$ cat config.mk
export PLATFORM = sky130hd
export DESIGN_NAME = mem_port_arbiter_flat
export DESIGN_NICKNAME = d
export VERILOG_FILES = /design/src/rtl/mem_port_arbiter_pkg.sv /design/src/rtl/mem_port_arbiter_if.sv /design/src/rtl/mem_port_arbiter_lat_counter.sv /design/src/rtl/mem_port_arbiter.sv /design/src/flat_wrapper.sv
export SDC_FILE = /design/constraint.sdc
export NUM_CORES = 1
export LEC_CHECK = 0
export ABC_AREA = 1
export BUFFER_PORTS_ARGS = -buffer_cell sky130_fd_sc_hd__buf_4
export CAP_MARGIN = 15
export CORE_AREA = 5 5 189 191
export DETAILED_ROUTE_END_ITERATION = 10
export DIE_AREA = 0 0 194 196
export SLEW_MARGIN = 20
export SYNTH_ARGS = -nofsm -noshare
export SYNTH_HDL_FRONTEND = slang
export SYNTH_SLANG_ARGS = --single-unit
$ cat constraint.sdc
create_clock -name clk -period 1.74 [get_ports clk]
set_input_delay 0.174 -clock clk [delete_from_list [all_inputs] [get_ports clk]]
set_output_delay 0.174 -clock clk [all_outputs]
set_load 0.02 [all_outputs]
$ cat src/rtl/mem_port_arbiter_pkg.sv
// Shared widths, state/owner encodings and helpers for the IF/MEM memory port arbiter.
package mem_arb_pkg;

    localparam int unsigned ADR_W  = 64;
    localparam int unsigned DATA_W = 64;
    localparam int unsigned LAT_W  = 4;
    localparam int unsigned STV_W  = 8;

    typedef enum logic [1:0] {IDLE, ISSUE, WAIT} arb_state_t;
    typedef enum logic [1:0] {NONE, OWN_I, OWN_D} arb_owner_t;

    // Selects the 32-bit instruction word out of a 64-bit memory beat.
    function automatic logic [31:0] fetch_word(input logic [DATA_W-1:0] data, input logic hi);
        return hi ? data[63:32] : data[31:0];
    endfunction

endpackage

$ cat src/rtl/mem_port_arbiter_if.sv
// Pipeline-side and memory-side signals of the shared memory port.
interface mem_port_arbiter_if;
    import mem_arb_pkg::*;

    logic              if_req;
    logic [ADR_W-1:0]  if_adr;
    logic              if_flush;
    logic [31:0]       if_rdata;
    logic              if_done;
    logic              if_stall;
    logic              d_req;
    logic              d_we;
    logic [ADR_W-1:0]  d_adr;
    logic [DATA_W-1:0] d_wdata;
    logic [DATA_W-1:0] d_rdata;
    logic              d_done;
    logic              mem_stall;
    logic              m_req;
    logic              m_we;
    logic [ADR_W-1:0]  m_adr;
    logic [DATA_W-1:0] m_wdata;
    logic [DATA_W-1:0] m_rdata;

    modport slave (
        input  if_req, if_adr, if_flush, d_req, d_we, d_adr, d_wdata, m_rdata,
        output if_rdata, if_done, if_stall, d_rdata, d_done, mem_stall,
               m_req, m_we, m_adr, m_wdata
    );

    modport master (
        output if_req, if_adr, if_flush, d_req, d_we, d_adr, d_wdata, m_rdata,
        input  if_rdata, if_done, if_stall, d_rdata, d_done, mem_stall,
               m_req, m_we, m_adr, m_wdata
    );

endinterface

$ cat src/rtl/mem_port_arbiter_lat_counter.sv
// Loadable down-counter with zero flag; saturates at zero.
module arb_lat_counter #(
    parameter int unsigned   W       = 4,
    parameter logic [W-1:0]  RST_VAL = '0
) (
    input  logic         clk,
    input  logic         rst,
    input  logic         load,
    input  logic [W-1:0] load_val,
    input  logic         dec,
    output logic         zero
);

    logic [W-1:0] cnt;

    always_ff @(posedge clk or negedge rst) begin
        if (!rst) begin
            cnt <= RST_VAL;
        end else if (load) begin
            cnt <= load_val;
        end else if (dec && (cnt != '0)) begin
            cnt <= cnt - 1'b1;
        end
    end

    assign zero = (cnt == '0);

endmodule

$ cat src/rtl/mem_port_arbiter.sv
// Single-port memory arbiter between IF and MEM stages, data-first priority.
// Optional fetch starvation guard enabled by defining MEM_ARB_STARVE_GUARD_EN.
module mem_port_arbiter
    import mem_arb_pkg::*;
#(
    parameter int unsigned MEM_LAT    = 2,
    parameter int unsigned STARVE_MAX = 4
) (
    input logic               clk,
    input logic               rst,
    mem_port_arbiter_if.slave bus
);

    arb_state_t state;
    arb_owner_t owner;
    logic       bubble;
    logic       drop;
    logic       sel_hi;
    logic       is_store;
    logic       lat_zero;
    logic       grant_ok;
    logic       grant_d;
    logic       grant_i;
    logic       fetch_drop;

    // The done cycle is the mandatory bubble, so a still-held request is not re-granted.
    assign grant_ok   = (state == IDLE) && !bubble;
    assign fetch_drop = bus.if_flush || !bus.if_req;

    arb_lat_counter #(
        .W       (LAT_W),
        .RST_VAL ('0)
    ) u_lat (
        .clk      (clk),
        .rst      (rst),
        .load     (state == ISSUE),
        .load_val (LAT_W'(MEM_LAT - 1)),
        .dec      (state == WAIT),
        .zero     (lat_zero)
    );

`ifdef MEM_ARB_STARVE_GUARD_EN
    logic starve_zero;
    logic force_i;

    // Counts down the data grants still allowed while a fetch waits.
    arb_lat_counter #(
        .W       (STV_W),
        .RST_VAL (STV_W'(STARVE_MAX))
    ) u_starve (
        .clk      (clk),
        .rst      (rst),
        .load     (grant_ok && (grant_i || (grant_d && !bus.if_req))),
        .load_val (STV_W'(STARVE_MAX)),
        .dec      (grant_ok && grant_d && bus.if_req),
        .zero     (starve_zero)
    );

    assign force_i = starve_zero && bus.if_req;
    assign grant_d = bus.d_req && !force_i;
    assign grant_i = bus.if_req && (!bus.d_req || force_i);
`else
    assign grant_d = bus.d_req;
    assign grant_i = bus.if_req && !bus.d_req;
`endif

    assign bus.if_stall  = rst && bus.if_req && !bus.if_done;
    assign bus.mem_stall = rst && bus.d_req && !bus.d_done;

    always_ff @(posedge clk or negedge rst) begin
        if (!rst) begin
            state        <= IDLE;
            owner        <= NONE;
            bubble       <= 1'b0;
            drop         <= 1'b0;
            sel_hi       <= 1'b0;
            is_store     <= 1'b0;
            bus.m_req    <= 1'b0;
            bus.m_we     <= 1'b0;
            bus.m_adr    <= '0;
            bus.m_wdata  <= '0;
            bus.if_rdata <= '0;
            bus.if_done  <= 1'b0;
            bus.d_rdata  <= '0;
            bus.d_done   <= 1'b0;
        end else begin
            bus.m_req   <= 1'b0;
            bus.m_we    <= 1'b0;
            bus.if_done <= 1'b0;
            bus.d_done  <= 1'b0;
            bubble      <= 1'b0;
            unique case (state)
                IDLE: begin
                    if (grant_ok && grant_d) begin
                        owner       <= OWN_D;
                        state       <= ISSUE;
                        is_store    <= bus.d_we;
                        bus.m_req   <= 1'b1;
                        bus.m_we    <= bus.d_we;
                        bus.m_adr   <= bus.d_adr;
                        bus.m_wdata <= bus.d_wdata;
                    end else if (grant_ok && grant_i) begin
                        owner       <= OWN_I;
                        state       <= ISSUE;
                        is_store    <= 1'b0;
                        sel_hi      <= bus.if_adr[2];
                        drop        <= bus.if_flush;
                        bus.m_req   <= 1'b1;
                        bus.m_adr   <= bus.if_adr;
                        bus.m_wdata <= '0;
                    end
                end
                ISSUE: begin
                    state <= WAIT;
                    if ((owner == OWN_I) && fetch_drop) drop <= 1'b1;
                end
                WAIT: begin
                    if (lat_zero) begin
                        state  <= IDLE;
                        owner  <= NONE;
                        bubble <= 1'b1;
                        drop   <= 1'b0;
                        if (owner == OWN_D) begin
                            bus.d_done <= 1'b1;
                            if (!is_store) bus.d_rdata <= bus.m_rdata;
                        end else if ((owner == OWN_I) && !drop && !fetch_drop) begin
                            bus.if_done  <= 1'b1;
                            bus.if_rdata <= fetch_word(bus.m_rdata, sel_hi);
                        end
                    end else if ((owner == OWN_I) && fetch_drop) begin
                        drop <= 1'b1;
                    end
                end
                default: state <= IDLE;
            endcase
        end
    end

endmodule

$ cat src/flat_wrapper.sv
// flat-port wrapper written by rule: the top's interface ports become plain ports
module mem_port_arbiter_flat import mem_arb_pkg::*;
#(
    parameter int unsigned MEM_LAT    = 2,
    parameter int unsigned STARVE_MAX = 4
)
  (clk, rst, bus_if_req, bus_if_adr, bus_if_flush, bus_d_req, bus_d_we, bus_d_adr, bus_d_wdata, bus_m_rdata, bus_if_rdata, bus_if_done, bus_if_stall, bus_d_rdata, bus_d_done, bus_mem_stall, bus_m_req, bus_m_we, bus_m_adr, bus_m_wdata);
  mem_port_arbiter_if bus_i ();
  input logic clk;
  input logic rst;
  input wire logic [$bits(bus_i.if_req)-1:0] bus_if_req;
  input wire logic [$bits(bus_i.if_adr)-1:0] bus_if_adr;
  input wire logic [$bits(bus_i.if_flush)-1:0] bus_if_flush;
  input wire logic [$bits(bus_i.d_req)-1:0] bus_d_req;
  input wire logic [$bits(bus_i.d_we)-1:0] bus_d_we;
  input wire logic [$bits(bus_i.d_adr)-1:0] bus_d_adr;
  input wire logic [$bits(bus_i.d_wdata)-1:0] bus_d_wdata;
  input wire logic [$bits(bus_i.m_rdata)-1:0] bus_m_rdata;
  output wire logic [$bits(bus_i.if_rdata)-1:0] bus_if_rdata;
  output wire logic [$bits(bus_i.if_done)-1:0] bus_if_done;
  output wire logic [$bits(bus_i.if_stall)-1:0] bus_if_stall;
  output wire logic [$bits(bus_i.d_rdata)-1:0] bus_d_rdata;
  output wire logic [$bits(bus_i.d_done)-1:0] bus_d_done;
  output wire logic [$bits(bus_i.mem_stall)-1:0] bus_mem_stall;
  output wire logic [$bits(bus_i.m_req)-1:0] bus_m_req;
  output wire logic [$bits(bus_i.m_we)-1:0] bus_m_we;
  output wire logic [$bits(bus_i.m_adr)-1:0] bus_m_adr;
  output wire logic [$bits(bus_i.m_wdata)-1:0] bus_m_wdata;
  assign bus_i.if_req = bus_if_req;
  assign bus_i.if_adr = bus_if_adr;
  assign bus_i.if_flush = bus_if_flush;
  assign bus_i.d_req = bus_d_req;
  assign bus_i.d_we = bus_d_we;
  assign bus_i.d_adr = bus_d_adr;
  assign bus_i.d_wdata = bus_d_wdata;
  assign bus_i.m_rdata = bus_m_rdata;
  assign bus_if_rdata = bus_i.if_rdata;
  assign bus_if_done = bus_i.if_done;
  assign bus_if_stall = bus_i.if_stall;
  assign bus_d_rdata = bus_i.d_rdata;
  assign bus_d_done = bus_i.d_done;
  assign bus_mem_stall = bus_i.mem_stall;
  assign bus_m_req = bus_i.m_req;
  assign bus_m_we = bus_i.m_we;
  assign bus_m_adr = bus_i.m_adr;
  assign bus_m_wdata = bus_i.m_wdata;
  mem_port_arbiter #(.MEM_LAT(MEM_LAT), .STARVE_MAX(STARVE_MAX)) u_core (.clk(clk), .rst(rst), .bus(bus_i));
endmodule
==> impl_metrics.env <==
export IMPL_status="complete, no violations"
export IMPL_synth_avg_cell_area_sq_um=9.50
export IMPL_insertion_delay_ns=0.55
export IMPL_hpwl_mm=26.5
export IMPL_rows=68
export IMPL_grt_pass1_vias=11200
export IMPL_io_pins=492
export IMPL_crit_path_end_kind="output port"
export IMPL_clk_pin_slew_ns=0.06
export IMPL_arrival_ns=1.48
export IMPL_instances_no_fill=2265
export IMPL_crit_required_ns=1.57
export IMPL_p_switching_mw=12.1
export IMPL_synth_seq_cells=240
export IMPL_io_buffers=491
export IMPL_ir_drop_mv=0.812
export IMPL_synth_nets=1311
export IMPL_grt_max_degree=103
export IMPL_rsz0062_at_grt="true"
export IMPL_drc=0
export IMPL_power_density_nw_per_um2=1680
export IMPL_die_w_microns=194
export IMPL_hold_path_startpoint="bus_d_req"
export IMPL_routedWlPerCell_microns=18.0
export IMPL_setup_slack_ns=0.0900
export IMPL_async_flop_share_pct=100
export IMPL_ys_seq_area_share_pct=60.6
export IMPL_gp_congestion=0.824
export IMPL_muxShareOfSynthArea_pct=0
export IMPL_r2r_start="u_core.state[0]$_DFFE_PN0P_"
export IMPL_finalCriticalPeriod_ns=1.65
export IMPL_synth_top_family_by_area="compound AO/OA/AOI/OAI gates"
export IMPL_cts_root_buf="clkbuf_16"
export IMPL_internal_power_mw=18.0
export IMPL_synth_simple_area_share_pct=14.6
export IMPL_place_inst=1946
export IMPL_drive_gt1_share_pct=32.5
export IMPL_synth_edf_count=0
export IMPL_p_seq_share_pct=31.7
export IMPL_p_leak_nw=9.00
export IMPL_cap_violations=0
export IMPL_utilization_pct=52.9
export IMPL_start_kind="primary input"
export IMPL_finalSetupViolCount=0
export IMPL_min_path_type="primary input to flip-flop"
export IMPL_synthFlopType="dfrtp_1"
export IMPL_tns_ns=0
export IMPL_synth_top_area_cell="dfrtp_1"
export IMPL_yosysUniqueCellTypes=23
export IMPL_antenna_found_initial=1
export IMPL_ant_nets=0
export IMPL_synth_top_area_share_pct=60.6
export IMPL_grt_pass1_wl_mm=61.9
export IMPL_track_usage_pct=19.9
export IMPL_dieHeight_microns=196
export IMPL_yosysMostFrequentCell="nand2_1"
export IMPL_startpoint="rst"
export IMPL_avgViaCountPerCell=4.64
export IMPL_pre_cts_ws_ns=0.0610
export IMPL_synth_xor_area_share_pct=0
export IMPL_cts_sinks=240
export IMPL_layout_nets=2058
export IMPL_synth_commonest_cells="285 x nand2_1, 240 x dfrtp_1, 81 x inv_1"
export IMPL_synthesis_instances=1042
export IMPL_dr_pass1_iters=5
export IMPL_start_util_pct=29.2
export IMPL_design_area_sq_um=17900
export IMPL_max_freq_mhz=606
export IMPL_ctsHtreeMaxLevel=1
export IMPL_drt_wl_total_mm=40.8
export IMPL_core_area_sq_um=33900
export IMPL_crit_fanout=28
export IMPL_power_mw=30.1
export IMPL_vias=10500
export IMPL_worst_pin_slew_ns=0.596
export IMPL_p_comb_share_pct=48.4
export IMPL_synth_compound_area_share_pct=16.7
export IMPL_final_hold_violation_count=0
export IMPL_netlist_area_sq_um=9900
export IMPL_finClkSkew_ns=0.0215
export IMPL_place_area_sq_um=14200
export IMPL_synth_warnings=0
export IMPL_synthAdderAreaFrac_pct=0.884
export IMPL_p_sw_share_pct=40.2
export IMPL_whs_ns=0.0369
export IMPL_path_class="primary input to output port"
export IMPL_die_area_sq_um=38000
export IMPL_overflow=0
export IMPL_cts_tree="done"
export IMPL_cts_buffers_inserted=28
export IMPL_slew_headroom_pct=60.3
export IMPL_cts_buffer_depth=3
export IMPL_report_final_slew_viol_count=0
export IMPL_areaGrowthSynthToFinish_pct=81.3
export IMPL_synthTopCellsByArea="dfrtp_1 61%, nand2_1 11%, a22o_1 5.7%"
export IMPL_min_period_over_period_pct=94.8
export IMPL_first_iter_violations=448
export IMPL_clkPwrFrac_pct=20.0
==> per-layer routing <==
layer  vias up  track usage (%)  share of wire [%]
met2       494             34.0                 50
met4         0             8.46                4.0
met1      4986             23.6                 38
met5         -                0                  0
met3       101             5.48                7.9
li1       4929                -                  -
==> power by group through the flow <==
| stage | logic (mW) | clock network [mW] | registers (mW) |
|---|---|---|---|
| floorplan | 4.84 | 0 | 12.1 |
| global placement | 13.5 | 0 | 9.48 |
| detailed placement | 13.7 | 0 | 9.51 |
| CTS | 14.2 | 6.17 | 9.48 |
| global route | 15.7 | 6.42 | 9.82 |
| finish | 14.6 | 6.02 | 9.55 |
==> repair_timing <==
item / 4_1_cts / 5_1_grt
buffers inserted: 0 / 2
resized for setup: 0 / 11
hold endpoints to repair: 466 / 0
endpoints found under the setup margin: 0 / 57
hold buffers: 259 / 0
==> cells by family (layout without fill, tap and decap cells) <==
| logic type | count (synthesis) | after routing |
|---|---|---|
| compound gates | 266 | 266 |
| fa+ha+maj | 7 | 7 |
| buf+inv | 154 | 921 |
| other cells | 0 | 1 |
| flops | 240 | 240 |
| simple gates | 375 | 375 |
==> critical path, cell delays in order <==
cell	delay (ns)
dlygate4sd3_1	0.57
buf_8	0.27
nand2_1	0.09
nor2_1	0.16
buf_4	0.19
==> layout make-up <==
cell class | count | area [sq um]
clock inverters | 8 | 90.1
fillers | 2906 | 16000
flip-flops and latches | 240 | 6010
diodes | 1 | 2.50
multi-input cells | 648 | 3210
inverters | 84 | 323
well taps | 455 | 569
clock buffers | 42 | 855
repair buffers | 787 | 6890
==> state kept, by name, indices dropped and copies added (netlist names) <==
name                 count
u_core.bus.if_done       1
u_core.bus.m_req         1
u_core.bus.d_done        1
u_core.state             2
u_core.u_lat.cnt         4
u_core.sel_hi            1
u_core.bus.m_we          1
u_core.drop              1
u_core.bus.m_adr        64
u_core.is_store          1
u_core.bus.if_rdata     32
u_core.bus.d_rdata      64
u_core.owner             2
u_core.bus.m_wdata      64
u_core.bubble            1
==> path summary, 6_finish.rpt <==
path | to | slack (ns) | cells past startpoint
worst min register to register | u_core.owner[1]$_DFFE_PN0P_ | 0.47 | 2
max in group asynchronous | u_core.bus.m_wdata[51]$_DFFE_PN0P_ | 0.75 | 3
worst max-delay path | bus_mem_stall | 0.09 | 5
worst min-delay path | u_core.sel_hi$_DFFE_PN0P_ | 0.04 | 4
worst max register to register | u_core.bus.m_adr[34]$_DFFE_PN0P_ | 0.10 | 10
min in group asynchronous | u_core.bus.m_wdata[9]$_DFFE_PN0P_ | 0.08 | 2
==> placed cells by master, fill, tap and decap left out, types with 3 or more instances in the layout <==
cell type	count
clkbuf_1	5
clkbuf_8	8
nand3_1	5
o21ai_0	76
inv_1	77
dlygate4sd3_1	259
nand2_1	284
o21ai_1	56
inv_2	5
buf_4	503
ha_1	6
a31oi_1	64
clkbuf_16	35
buf_12	14
nor2_1	78
a22o_1	64
dfrtp_1	239
a21oi_1	3
clkinv_2	6
Power figures use the tool's default switching activity.
